**src/rtl/shift_sched.sv**
```systemverilog
// shift_sched: shared 16-bit shift/rotate engine, two round-robin requesters, one barrel stage per cycle.
// Optional macro SHIFT_SKIP_EN: visit only the stages whose count bit is set.
module shift_sched #(
   parameter int PRIO_INIT = 0
) (
   input  logic        clk,
   input  logic        rst,
   input  logic        req0_valid,
   output logic        req0_ready,
   input  logic [15:0] req0_in,
   input  logic [3:0]  req0_cnt,
   input  logic [1:0]  req0_op,
   input  logic        req1_valid,
   output logic        req1_ready,
   input  logic [15:0] req1_in,
   input  logic [3:0]  req1_cnt,
   input  logic [1:0]  req1_op,
   output logic        rsp_valid,
   input  logic        rsp_ready,
   output logic [15:0] rsp_data,
   output logic        rsp_id,
   output logic        busy
);

   typedef enum logic [1:0] {IDLE, SHIFT, DONE} state_t;

   localparam logic PRIO_RST = (PRIO_INIT != 0);

   state_t      state_q, state_d;
   logic [15:0] work_q, work_d;
   logic [3:0]  cnt_q, cnt_d;
   logic [1:0]  op_q, op_d;
   logic [1:0]  stage_q, stage_d;
   logic        id_q, id_d;
   logic        prio_q, prio_d;

   logic        grant;
   logic        accept;
   logic [15:0] sel_in;
   logic [3:0]  sel_cnt;
   logic [1:0]  sel_op;

   // One barrel stage: shift by 2^k. Op encoding 00 ROL, 01 SLL, 10 ROR, 11 SRA.
   function automatic logic [15:0] stage_shift(input logic [15:0] v, input logic [1:0] op,
                                               input logic [1:0] k);
      logic [4:0]  s;
      logic [15:0] r;
      s = 5'd1 << k;
      case (op)
         2'b00:   r = (v << s) | (v >> (5'd16 - s));
         2'b01:   r = v << s;
         2'b10:   r = (v >> s) | (v << (5'd16 - s));
         default: r = 16'($signed(v) >>> s);
      endcase
      return r;
   endfunction

`ifdef SHIFT_SKIP_EN
   // Returns {found, index} of the lowest set count bit at or above 'from'.
   function automatic logic [2:0] next_set(input logic [3:0] c, input logic [2:0] from);
      logic [2:0] res;
      res = 3'b000;
      for (int i = 0; i < 4; i++) begin
         if (!res[2] && (i >= int'(from)) && c[i]) res = {1'b1, 2'(i)};
      end
      return res;
   endfunction

   logic [2:0] nxt;
`endif

   // Sole valid requester wins; a contested cycle goes to the favoured one.
   always_comb begin
      if (req0_valid && req1_valid) grant = prio_q;
      else                          grant = req1_valid;
   end

   assign req0_ready = (state_q == IDLE) && req0_valid && !grant;
   assign req1_ready = (state_q == IDLE) && req1_valid &&  grant;
   assign accept     = req0_ready || req1_ready;
   assign sel_in     = grant ? req1_in  : req0_in;
   assign sel_cnt    = grant ? req1_cnt : req0_cnt;
   assign sel_op     = grant ? req1_op  : req0_op;

   // NOTE: every variable gets its hold value first so no path leaves one unassigned (no latch).
   always_comb begin
      state_d = state_q;
      work_d  = work_q;
      cnt_d   = cnt_q;
      op_d    = op_q;
      stage_d = stage_q;
      id_d    = id_q;
      prio_d  = prio_q;
`ifdef SHIFT_SKIP_EN
      nxt     = 3'b000;
`endif
      case (state_q)
         IDLE: begin
            if (accept) begin
               work_d = sel_in;
               cnt_d  = sel_cnt;
               op_d   = sel_op;
               id_d   = grant;
               prio_d = !grant;
`ifdef SHIFT_SKIP_EN
               nxt = next_set(sel_cnt, 3'd0);
               if (nxt[2]) begin
                  stage_d = nxt[1:0];
                  state_d = SHIFT;
               end else begin
                  stage_d = 2'd0;
                  state_d = DONE;
               end
`else
               stage_d = 2'd0;
               state_d = SHIFT;
`endif
            end
         end
         SHIFT: begin
            if (cnt_q[stage_q]) work_d = stage_shift(work_q, op_q, stage_q);
`ifdef SHIFT_SKIP_EN
            nxt = next_set(cnt_q, {1'b0, stage_q} + 3'd1);
            if (nxt[2]) begin
               stage_d = nxt[1:0];
            end else begin
               stage_d = 2'd0;
               state_d = DONE;
            end
`else
            if (stage_q == 2'd3) begin
               stage_d = 2'd0;
               state_d = DONE;
            end else begin
               stage_d = stage_q + 2'd1;
            end
`endif
         end
         DONE: begin
            if (rsp_ready) state_d = IDLE;
         end
         default: state_d = IDLE;
      endcase
   end

   // NOTE: sequential state uses non-blocking assignments so every register samples pre-edge values.
   always_ff @(posedge clk or posedge rst) begin
      if (rst) begin
         state_q <= IDLE;
         work_q  <= 16'h0000;
         cnt_q   <= 4'h0;
         op_q    <= 2'b00;
         stage_q <= 2'd0;
         id_q    <= 1'b0;
         prio_q  <= PRIO_RST;
      end else begin
         state_q <= state_d;
         work_q  <= work_d;
         cnt_q   <= cnt_d;
         op_q    <= op_d;
         stage_q <= stage_d;
         id_q    <= id_d;
         prio_q  <= prio_d;
      end
   end

   assign rsp_valid = (state_q == DONE);
   assign rsp_data  = work_q;
   assign rsp_id    = id_q;
   assign busy      = (state_q != IDLE);

endmodule

```
**config.mk**
```make
export PLATFORM = sky130hd
export DESIGN_NAME = shift_sched
export DESIGN_NICKNAME = d
export VERILOG_FILES = /design/src/rtl/shift_sched.sv
export SDC_FILE = /design/constraint.sdc
export NUM_CORES = 1
export LEC_CHECK = 0
export CAP_MARGIN = 25
export CORE_ASPECT_RATIO = 0.9
export CORE_MARGIN = 1.5
export CORE_UTILIZATION = 45
export DETAILED_ROUTE_END_ITERATION = 12
export DONT_BUFFER_PORTS = 1
export PLACE_DENSITY = 0.59
export SLEW_MARGIN = 30
export SYNTH_ARGS = -nofsm -noshare
export SYNTH_HDL_FRONTEND = slang
export SYNTH_SLANG_ARGS = --single-unit
export TNS_END_PERCENT = 100
```
**constraint.sdc**
```tcl
create_clock -name clk -period 3 [get_ports clk]
set_input_delay 0.6 -clock clk [delete_from_list [all_inputs] [get_ports clk]]
set_output_delay 0.6 -clock clk [all_outputs]
set_load 0.1 [all_outputs]
```
==> metrics.cfg, run 1 <==
[status]
outcome = finished clean

[synth]
ys_async_sr_fraction_pct = 100
synth_top_area_cell = dfrtp_1
synth_ff_type = dfrtp_1
synth_edf_count = 0
ys_seq_area_share_pct = 17.6
synth_cell_types = 65
ys_ff_latch = 28
netlist_top_cells_area = dfrtp_1, mux2i_1, mux4_2
ys_top_cells_by_count = mux2i_1, a21oi_1, nor2_1
avgSynthCellArea_sq_um = 8.20
yosysMostFrequentCell = mux2i_1
synthesis.nets = 540
synth_area_sq_um = 3980
synth.top_cell.area_share_pct = 17.6
synth_warnings = 0
synthCells = 485

[clock_tree]
worstSkewPairLatency_ns = 0.29
cts_buffers = 3
clockBufferDepth = 2
cts_setup_buffers = 0
cts_resized = 0
h-tree-depth = 1
cts.clk_slew.worst_paths_ns = 0.12
numClockSinks = 28
tritoncts = done
cts_hold_buffers = 0
cts_root_buf = clkbuf_8

[grt]
grt_pass1_vias = 3969
grt.total_usage_pct = 33.4
grt_max_degree = 30
grt-ovfl-total = 0
antenna_found_initial = 1
grt_pass1_wl_um = 23800

[sta]
worst_pin_slew_ns = 0.893
finalCritPeriodShare_pct = 89.3
whs_ns = 0.252
relSlewSlack_pct = 40.5
hold_violations = 0
clock_skew_ns = 0.0199
timing.final.ws_setup_ns = 0.322
setup_tns_ns = 0
fmax_ghz = 0.373
setup_viol = 0
report.final.slew_viol_count = 0
fin_crit_ns = 2.68
rsz0062_at_grt = no

[routing]
detail_route.vias_per_cell = 6.93
vias = 4180
wl_per_cell_um = 25.2
drt-total-wl_um = 15200
first_pass_iters = 5
drc = 0
drtAntennaViolNets = 0
first_iter_violations = 432

[worst_setup_path]
max_stage_delay_ns = 0.53
path_max_fanout = 29
cp_cell_sequence = inv_1 > ha_1 > buf_12 > mux4_2 > nand2_1 > o21ai_1 > a2111oi_1 > o31a_1 > a311oi_1
cp.arrival_ns = 2.84
cp-start-kind = flop
required_ns = 3.16
crit_type = flop to flop
path_buf_inv = 2
cpLargestDelayFamily = compound AO/OA/AOI/OAI gates
critical-path-slowest-cell = mux4_2
end_kind = flop

[place]
gp_congestion = 1.05
port_buffers = 0
pre_cts_ws_ns = 0.353
dp_hpwl_um = 11100
dpl_cell_area_sq_um = 4210

[cells_and_area]
design_area_sq_um = 4260
fillers = 846
synthToLayoutAreaGrowth_pct = 7.11
nNetsFinal = 540
drive_gt1_share_pct = 19.6
diodes = 0

[die]
ios = 70
die_h_um = 92.2
start_util_pct = 46.4
rows = 32
die_area_sq_um = 9410
fp.dieW_um = 102
core_sq_um = 8570

[worst_hold_path]
hold_class = input port to async pin

[flow_run]
drv_cap = 0

[per-stage QoR]
| step | util [%] | instances |
|---|---|---|
| final | 49.7 | 603 |
| after global routing | 49.7 | 603 |
| after CTS | 49.7 | 603 |
| after detailed placement | 49.1 | 599 |
| after global placement | 49.0 | 599 |
| after floorplan | - | 485 |
[kinds of logic after synthesis]
family,synth area share [%]
flops,17.6
fa+ha+maj,1.89
compound gates,27.2
buf+inv,9.47
simple gates,16.7
mux,27.1
[metal layers]
layer	vias up	GRT usage, %	wire (um)	share of wire (%)
met2	315	48.3	6490	43
met3	63	9.91	1820	12
met4	2	13.0	682	4.5
met5	-	0	14	0.092
met1	1962	46.3	6210	41
li1	1838	-	-	-
[cells in the final DEF, fill, tap and decap left out, types with 3 or more instances in the layout]
cell type and count:
a22o_1 4, a211oi_1 8, o21ai_1 3, clkbuf_8 4
nor2b_1 8, inv_1 13, mux2i_1 50, o21ai_0 28
nand2b_1 5, a21oi_1 46, buf_4 49, o31ai_1 6
o211ai_1 7, mux4_1 4, dfrtp_1 28, nand2_1 40
mux2_2 12, a31oi_1 4, o22ai_1 7, o311ai_0 3
o2111ai_1 3, a2bb2oi_1 3, ha_1 5, and2_1 3
nor2_1 44, nor3_1 14, o221ai_1 6, mux4_2 14
nand3b_1 7, nand3_1 9
[worst register-to-register path, cell delays in order, from the launching register on]
cell and delay (ns):
dfrtp_1 0.45, inv_1 0.20, ha_1 0.29, buf_12 0.25, mux4_2 0.53, nand2_1 0.07, o21ai_1 0.06, a2111oi_1 0.42
o31a_1 0.22, a311oi_1 0.05
[final cells by class]
class | count | area [sq um] | area share [%]
multi-input combinational | 389 | 2920 | 68.5
timing repair buffer | 50 | 388 | 9.10
tap | 119 | 149 | 3.49
inverter | 13 | 48.8 | 1.15
clock buffer | 4 | 55.1 | 1.29
sequential | 28 | 701 | 16.4
[final timing paths]
kind,start,cells after the start,end,slack (ns)
min in group clk,req1_valid,1,prio_q,0.41
worst min-delay path,rst,2,rsp_data[13],0.25
max in group asynchronous,rst,2,rsp_data[2],2.44
worst min register to register,prio_q,1,prio_q,0.51
worst max register to register,stage_q[0],9,rsp_data[15],0.32
worst max-delay path,stage_q[0],9,rsp_data[15],0.32
[sequential cells by signal (all words and copies together) (netlist names)]
signal and cells:
rsp_data 16, stage_q 2, op_q 2, rsp_id 1, cnt_q 4, prio_q 1
state_q 2
Power of run 1 is not shown: default switching activity piles up to over one toggle a cycle in this logic, so the estimate is an artifact.
==> inputs of run 2 (changes only) <==
--- a/config.mk
+++ b/config.mk
@@ -11,7 +11,6 @@
 export CORE_UTILIZATION = 45
 export DETAILED_ROUTE_END_ITERATION = 12
 export DONT_BUFFER_PORTS = 1
-export PLACE_DENSITY = 0.59
 export SLEW_MARGIN = 30
 export SYNTH_ARGS = -nofsm -noshare
 export SYNTH_HDL_FRONTEND = slang
==> run 2 against run 1 <==
Design area up 0.76%. Non-clock buffer count up 2. Hold slack better by 0.023 ns. Highest routed layer is now met4.
==> metrics.cfg, run 2 (same netlist as run 1, synthesis figures left out) <==
[grt]
gr-usage-met1_pct = 50.4  ; +4.1 points
grt_pass1_vias = 4114  ; +3.7%
grt-ovfl-total = 0  ; unchanged
antenna_found_initial = 0  ; -1
grt_max_degree = 31  ; +3.3%
busiest_layer = met2
grt.total_usage_pct = 35.4  ; +2.0 points
met2_usage_pct = 54.1  ; +5.8 points
grt_pass1_wl_um = 24800  ; +4.2%
met3_usage_pct = 7.85  ; -2.1 points

[worst_setup_path]
rrSetupSlack_ns = 0.18  ; -0.14 ns
cp-start-kind = flop
end_kind = flop
path_max_fanout = 26  ; -10%
crit-reg2reg-launch = stage_q[1]
required_ns = 3.18  ; +0.02 ns
cp.arrival_ns = 3.00  ; +0.16 ns
timing.rr.end = rsp_data[3]
r2r_cells = 9  ; unchanged
crit_type = flop to flop

[clock_tree]
cts_hold_buffers = 0  ; unchanged
cts_root_buf = clkbuf_8
cts_buffers = 3  ; unchanged
cts_setup_buffers = 0  ; unchanged
worstSkewPairLatency_ns = 0.29  ; about the same
clockBufferDepth = 2  ; unchanged
cts_resized = 0  ; unchanged
tritoncts = done
numClockSinks = 28  ; unchanged
cts.clk_slew.worst_paths_ns = 0.12  ; about the same
h-tree-depth = 1  ; unchanged

[die]
die_h_um = 92.2  ; unchanged
start_util_pct = 46.4  ; unchanged
die_area_sq_um = 9410  ; unchanged
fp.dieW_um = 102  ; unchanged
ios = 70  ; unchanged
rows = 32  ; unchanged
core_sq_um = 8570  ; unchanged

[sta]
relSlewSlack_pct = 39.3  ; -1.2 points
fmax_ghz = 0.355  ; -5.0%
setup_viol = 0  ; unchanged
worst_pin_slew_ns = 0.911  ; +0.0177 ns
hold_violations = 0  ; unchanged
report.final.slew_viol_count = 0  ; unchanged
finalCritPeriodShare_pct = 94.0  ; +4.7 points
rsz0062_at_grt = no
whs_ns = 0.275  ; +0.0233 ns
setup_tns_ns = 0  ; unchanged
clock_skew_ns = 0.0100  ; -0.00986 ns
fin_crit_ns = 2.82  ; +0.141 ns

[routing]
drt-total-wl_um = 16200  ; +6.6%
first_iter_violations = 289  ; -33%
drc = 0  ; unchanged
detail_route.vias_per_cell = 7.03  ; +1.5%
vias = 4255  ; +1.8%
first_pass_iters = 5  ; unchanged
drtAntennaViolNets = 0  ; unchanged
wl_per_cell_um = 26.8  ; +6.3%

[cells_and_area]
largest_reg_flops = 16  ; unchanged
fillers = 885  ; +4.6%
nNetsFinal = 542  ; +0.37%
drive_gt1_share_pct = 20.2  ; +0.54 points
diodes = 0  ; unchanged
design_area_sq_um = 4290  ; +0.76%
synthToLayoutAreaGrowth_pct = 7.93
final_cell_mix = mux2i_1, buf_4, a21oi_1
final_util_pct = 50.1  ; +0.38 points

[status]
outcome = finished clean

[place]
dpl_cell_area_sq_um = 4230  ; +0.54%
gp_congestion = 1.05  ; about the same
port_buffers = 0  ; unchanged
dp_hpwl_um = 12000  ; +7.7%

[flow_run]
drv_cap = 0  ; unchanged

[worst_hold_path]
hold_class = input port to async pin

## run 2: cell types whose count changed in the layout (fill, tap and decap cells not counted)
cell,previous run,this run
buf_12,1,2
inv_2,0,1
nor2_2,1,2
buf_4,49,50
ha_2,1,0
ha_4,0,1
nor2_4,1,0
inv_1,13,12
## run 2: layout make-up
type                            count  area [sq um]  share of cell area, %
Sequential cell                    28           701                   16.3
Timing Repair Buffer               52           415                   9.68
Tap cell                          119           149                   3.47
Inverter                           13          48.8                   1.14
Clock buffer                        4          55.1                   1.28
Multi-Input combinational cell    389          2920                   68.1
## run 2: worst max path at each step
stage / from / to / slack [ns]
final: stage_q[1] / rsp_data[3] / 0.18
after CTS: stage_q[0] / rsp_data[3] / 0.13
after detailed placement: stage_q[0] / rsp_data[3] / 0.14
after global placement: stage_q[0] / rsp_data[3] / 0.15
after floorplan: stage_q[1] / rsp_data[2] / 0.005
after global routing: stage_q[1] / rsp_data[3] / 0.05
## run 2: stage by stage
step,setup WS [ns],instances
after floorplan,0.00525,485
after CTS,0.127,605
after detailed placement,0.140,601
after global routing,0.0513,605
after global placement,0.148,601
final,0.181,605
## run 2: per-layer routing
| metal | wire, um | part of all wire, % |
|---|---|---|
| met3 | 1690 | 10 |
| met4 | 451 | 2.8 |
| met1 | 6980 | 43 |
| met5 | 0 | 0 |
| met2 | 7110 | 44 |
## run 2: critical path, cell delays in order, from the launching register on
cell and delay, ns:
dfrtp_1 0.40, inv_1 0.17, ha_1 0.30, buf_4 0.33
or3b_2 0.53, o22ai_1 0.18, a221o_1 0.23, a2bb2oi_1 0.18
a211oi_1 0.07, o31ai_1 0.31
Power of run 2 is left out for the same reason.
==> inputs of run 3 (changes only) <==
--- a/config.mk
+++ b/config.mk
@@ -8,7 +8,7 @@
 export CAP_MARGIN = 25
 export CORE_ASPECT_RATIO = 0.9
 export CORE_MARGIN = 1.5
-export CORE_UTILIZATION = 45
+export CORE_UTILIZATION = 25
 export DETAILED_ROUTE_END_ITERATION = 12
 export DONT_BUFFER_PORTS = 1
 export SLEW_MARGIN = 30
==> run 3 against run 2 <==
Critical path depth did not move. First-iteration DRC count is 38% higher. Critical path type unchanged. Hold slack gained 0.012 ns. Utilization decreased by 21 points. Count of clock-buffer cells in the layout down 1. Fmax fell by 0.71%. Design area rose by 4.0%. Wire length rose by 1.1%. Sequential share of layout area fell by 0.63 points. Clock skew decreased by 0.0042 ns.
==> metrics.cfg, run 3 (same netlist as run 1, synthesis figures left out) <==
[routing]
drc = 0  ; unchanged
wl_per_cell_um = 23.8  ; -11%
first_pass_iters = 4  ; -1
drtAntennaViolNets = 0  ; unchanged
drt-total-wl_um = 16400  ; +1.1%
detail_route.vias_per_cell = 6.08  ; -13%
vias = 4192  ; -1.5%
first_iter_violations = 400  ; +38%

[place]
dp_hpwl_um = 12500  ; +4.6%
dpl_cell_area_sq_um = 4360  ; +3.1%
gp_congestion = 0.978  ; -6.5%
port_buffers = 0  ; unchanged

[cells_and_area]
largest_reg_flops = 16  ; unchanged
drive_gt1_share_pct = 20.1  ; -0.041 points
synthToLayoutAreaGrowth_pct = 12.2
design_area_sq_um = 4460  ; +4.0%
diodes = 0  ; unchanged
fillers = 1672  ; +89%
final_cell_mix = mux2i_1, buf_4, a21oi_1
nNetsFinal = 543  ; +0.18%

[grt]
grt_max_degree = 34  ; +9.7%
busiest_layer = met2
grt_pass1_wl_um = 24800  ; -0.11%
grt.total_usage_pct = 19.8  ; -16 points
met2_usage_pct = 29.4  ; -25 points
gr-usage-met1_pct = 28.5  ; -22 points
grt_pass1_vias = 4001  ; -2.7%
antenna_found_initial = 0  ; unchanged
grt-ovfl-total = 0  ; unchanged
met3_usage_pct = 4.58  ; -3.3 points

[sta]
relSlewSlack_pct = 39.9  ; +0.61 points
setup_tns_ns = 0  ; unchanged
finalCritPeriodShare_pct = 94.6  ; +0.67 points
fmax_ghz = 0.352  ; -0.71%
report.final.slew_viol_count = 0  ; unchanged
clock_skew_ns = 0.00580  ; -0.00424 ns
whs_ns = 0.288  ; +0.0123 ns
hold_violations = 0  ; unchanged
rsz0062_at_grt = no
setup_viol = 0  ; unchanged
worst_pin_slew_ns = 0.901  ; -0.00920 ns
fin_crit_ns = 2.84  ; +0.0201 ns

[clock_tree]
cts_hold_buffers = 0  ; unchanged
cts_root_buf = clkbuf_16
tritoncts = done
cts.clk_slew.worst_paths_ns = 0.08  ; -0.04 ns
cts_resized = 0  ; unchanged
worstSkewPairLatency_ns = 0.28  ; about the same
cts_buffers = 3  ; unchanged
numClockSinks = 28  ; unchanged
cts_setup_buffers = 0  ; unchanged
clockBufferDepth = 2  ; unchanged
h-tree-depth = 1  ; unchanged

[worst_setup_path]
crit-reg2reg-launch = stage_q[0]
required_ns = 3.16  ; -0.02 ns
end_kind = flop
r2r_cells = 9  ; unchanged
cp.arrival_ns = 3.00  ; about the same
timing.rr.end = rsp_data[14]
cp-start-kind = flop
path_max_fanout = 17  ; -35%
crit_type = flop to flop
rrSetupSlack_ns = 0.16  ; -0.02 ns
crit_end = rsp_data[14]
setup.worst_path.start = stage_q[0]

[status]
outcome = finished clean

[die]
fp.dieW_um = 136  ; +33%
die_area_sq_um = 16700  ; +77%
ios = 70  ; unchanged
die_h_um = 123  ; +33%
core_sq_um = 15500  ; +81%
start_util_pct = 25.7  ; -21 points
rows = 43  ; +34%

[flow_run]
drv_cap = 0  ; unchanged

[worst_hold_path]
hold_class = input port to async pin

==> run 3: cell types whose count changed in the layout (fill, tap and decap cells not counted), sizes merged <==
| cell | change |
|---|---|
| buf | +1 |
| bufinv | +1 |
| clkbuf | -1 |
==> run 3: critical path: stages (launching register included) <==
cell     delay, ns
dfrtp_1       0.44
inv_1         0.22
ha_1          0.36
buf_12        0.21
buf_4         0.24
mux4_1        0.58
nand3_1       0.12
o31a_1        0.14
a21oi_1       0.07
o32a_1        0.36
==> run 3: worst min path at each step <==
| stage | cells past startpoint | slack (ns) | to |
|---|---|---|---|
| after floorplan | 1 | 0.45 | prio_q |
| after global placement | 2 | 0.52 | cnt_q[3] |
| after detailed placement | 2 | 0.53 | cnt_q[2] |
| after CTS | 2 | 0.30 | op_q[0] |
| after global routing | 2 | 0.32 | op_q[0] |
| final | 2 | 0.29 | rsp_id |
==> run 3: routing by layer <==
layer  routed length (um)  share of wire, %  up-vias
li1                     -                 -     1842
met1                 7380                45     2095
met2                 7170                44      224
met3                 1430               8.7       31
met4                  420               2.6        0
met5                    0                 0        -
==> run 3: area by class of cell <==
class | count | area (sq um) | share of cell area, %
clock inverters | 1 | 30.0 | 0.673
inverters | 13 | 48.8 | 1.09
multi-input cells | 389 | 2920 | 65.4
repair buffers | 53 | 435 | 9.75
well taps | 202 | 253 | 5.66
flip-flops and latches | 28 | 701 | 15.7
clock buffers | 3 | 75.1 | 1.68
==> run 3: through the flow <==
stage / cells / worst slack [ns] / util (%)
after floorplan: 485 / 0.00525 / -
after global placement: 685 / 0.303 / 28.1
after detailed placement: 685 / 0.202 / 28.1
after CTS: 689 / 0.202 / 28.8
after global routing: 689 / 0.0537 / 28.8
final: 689 / 0.161 / 28.8
Power of run 3 is left out for the same reason.
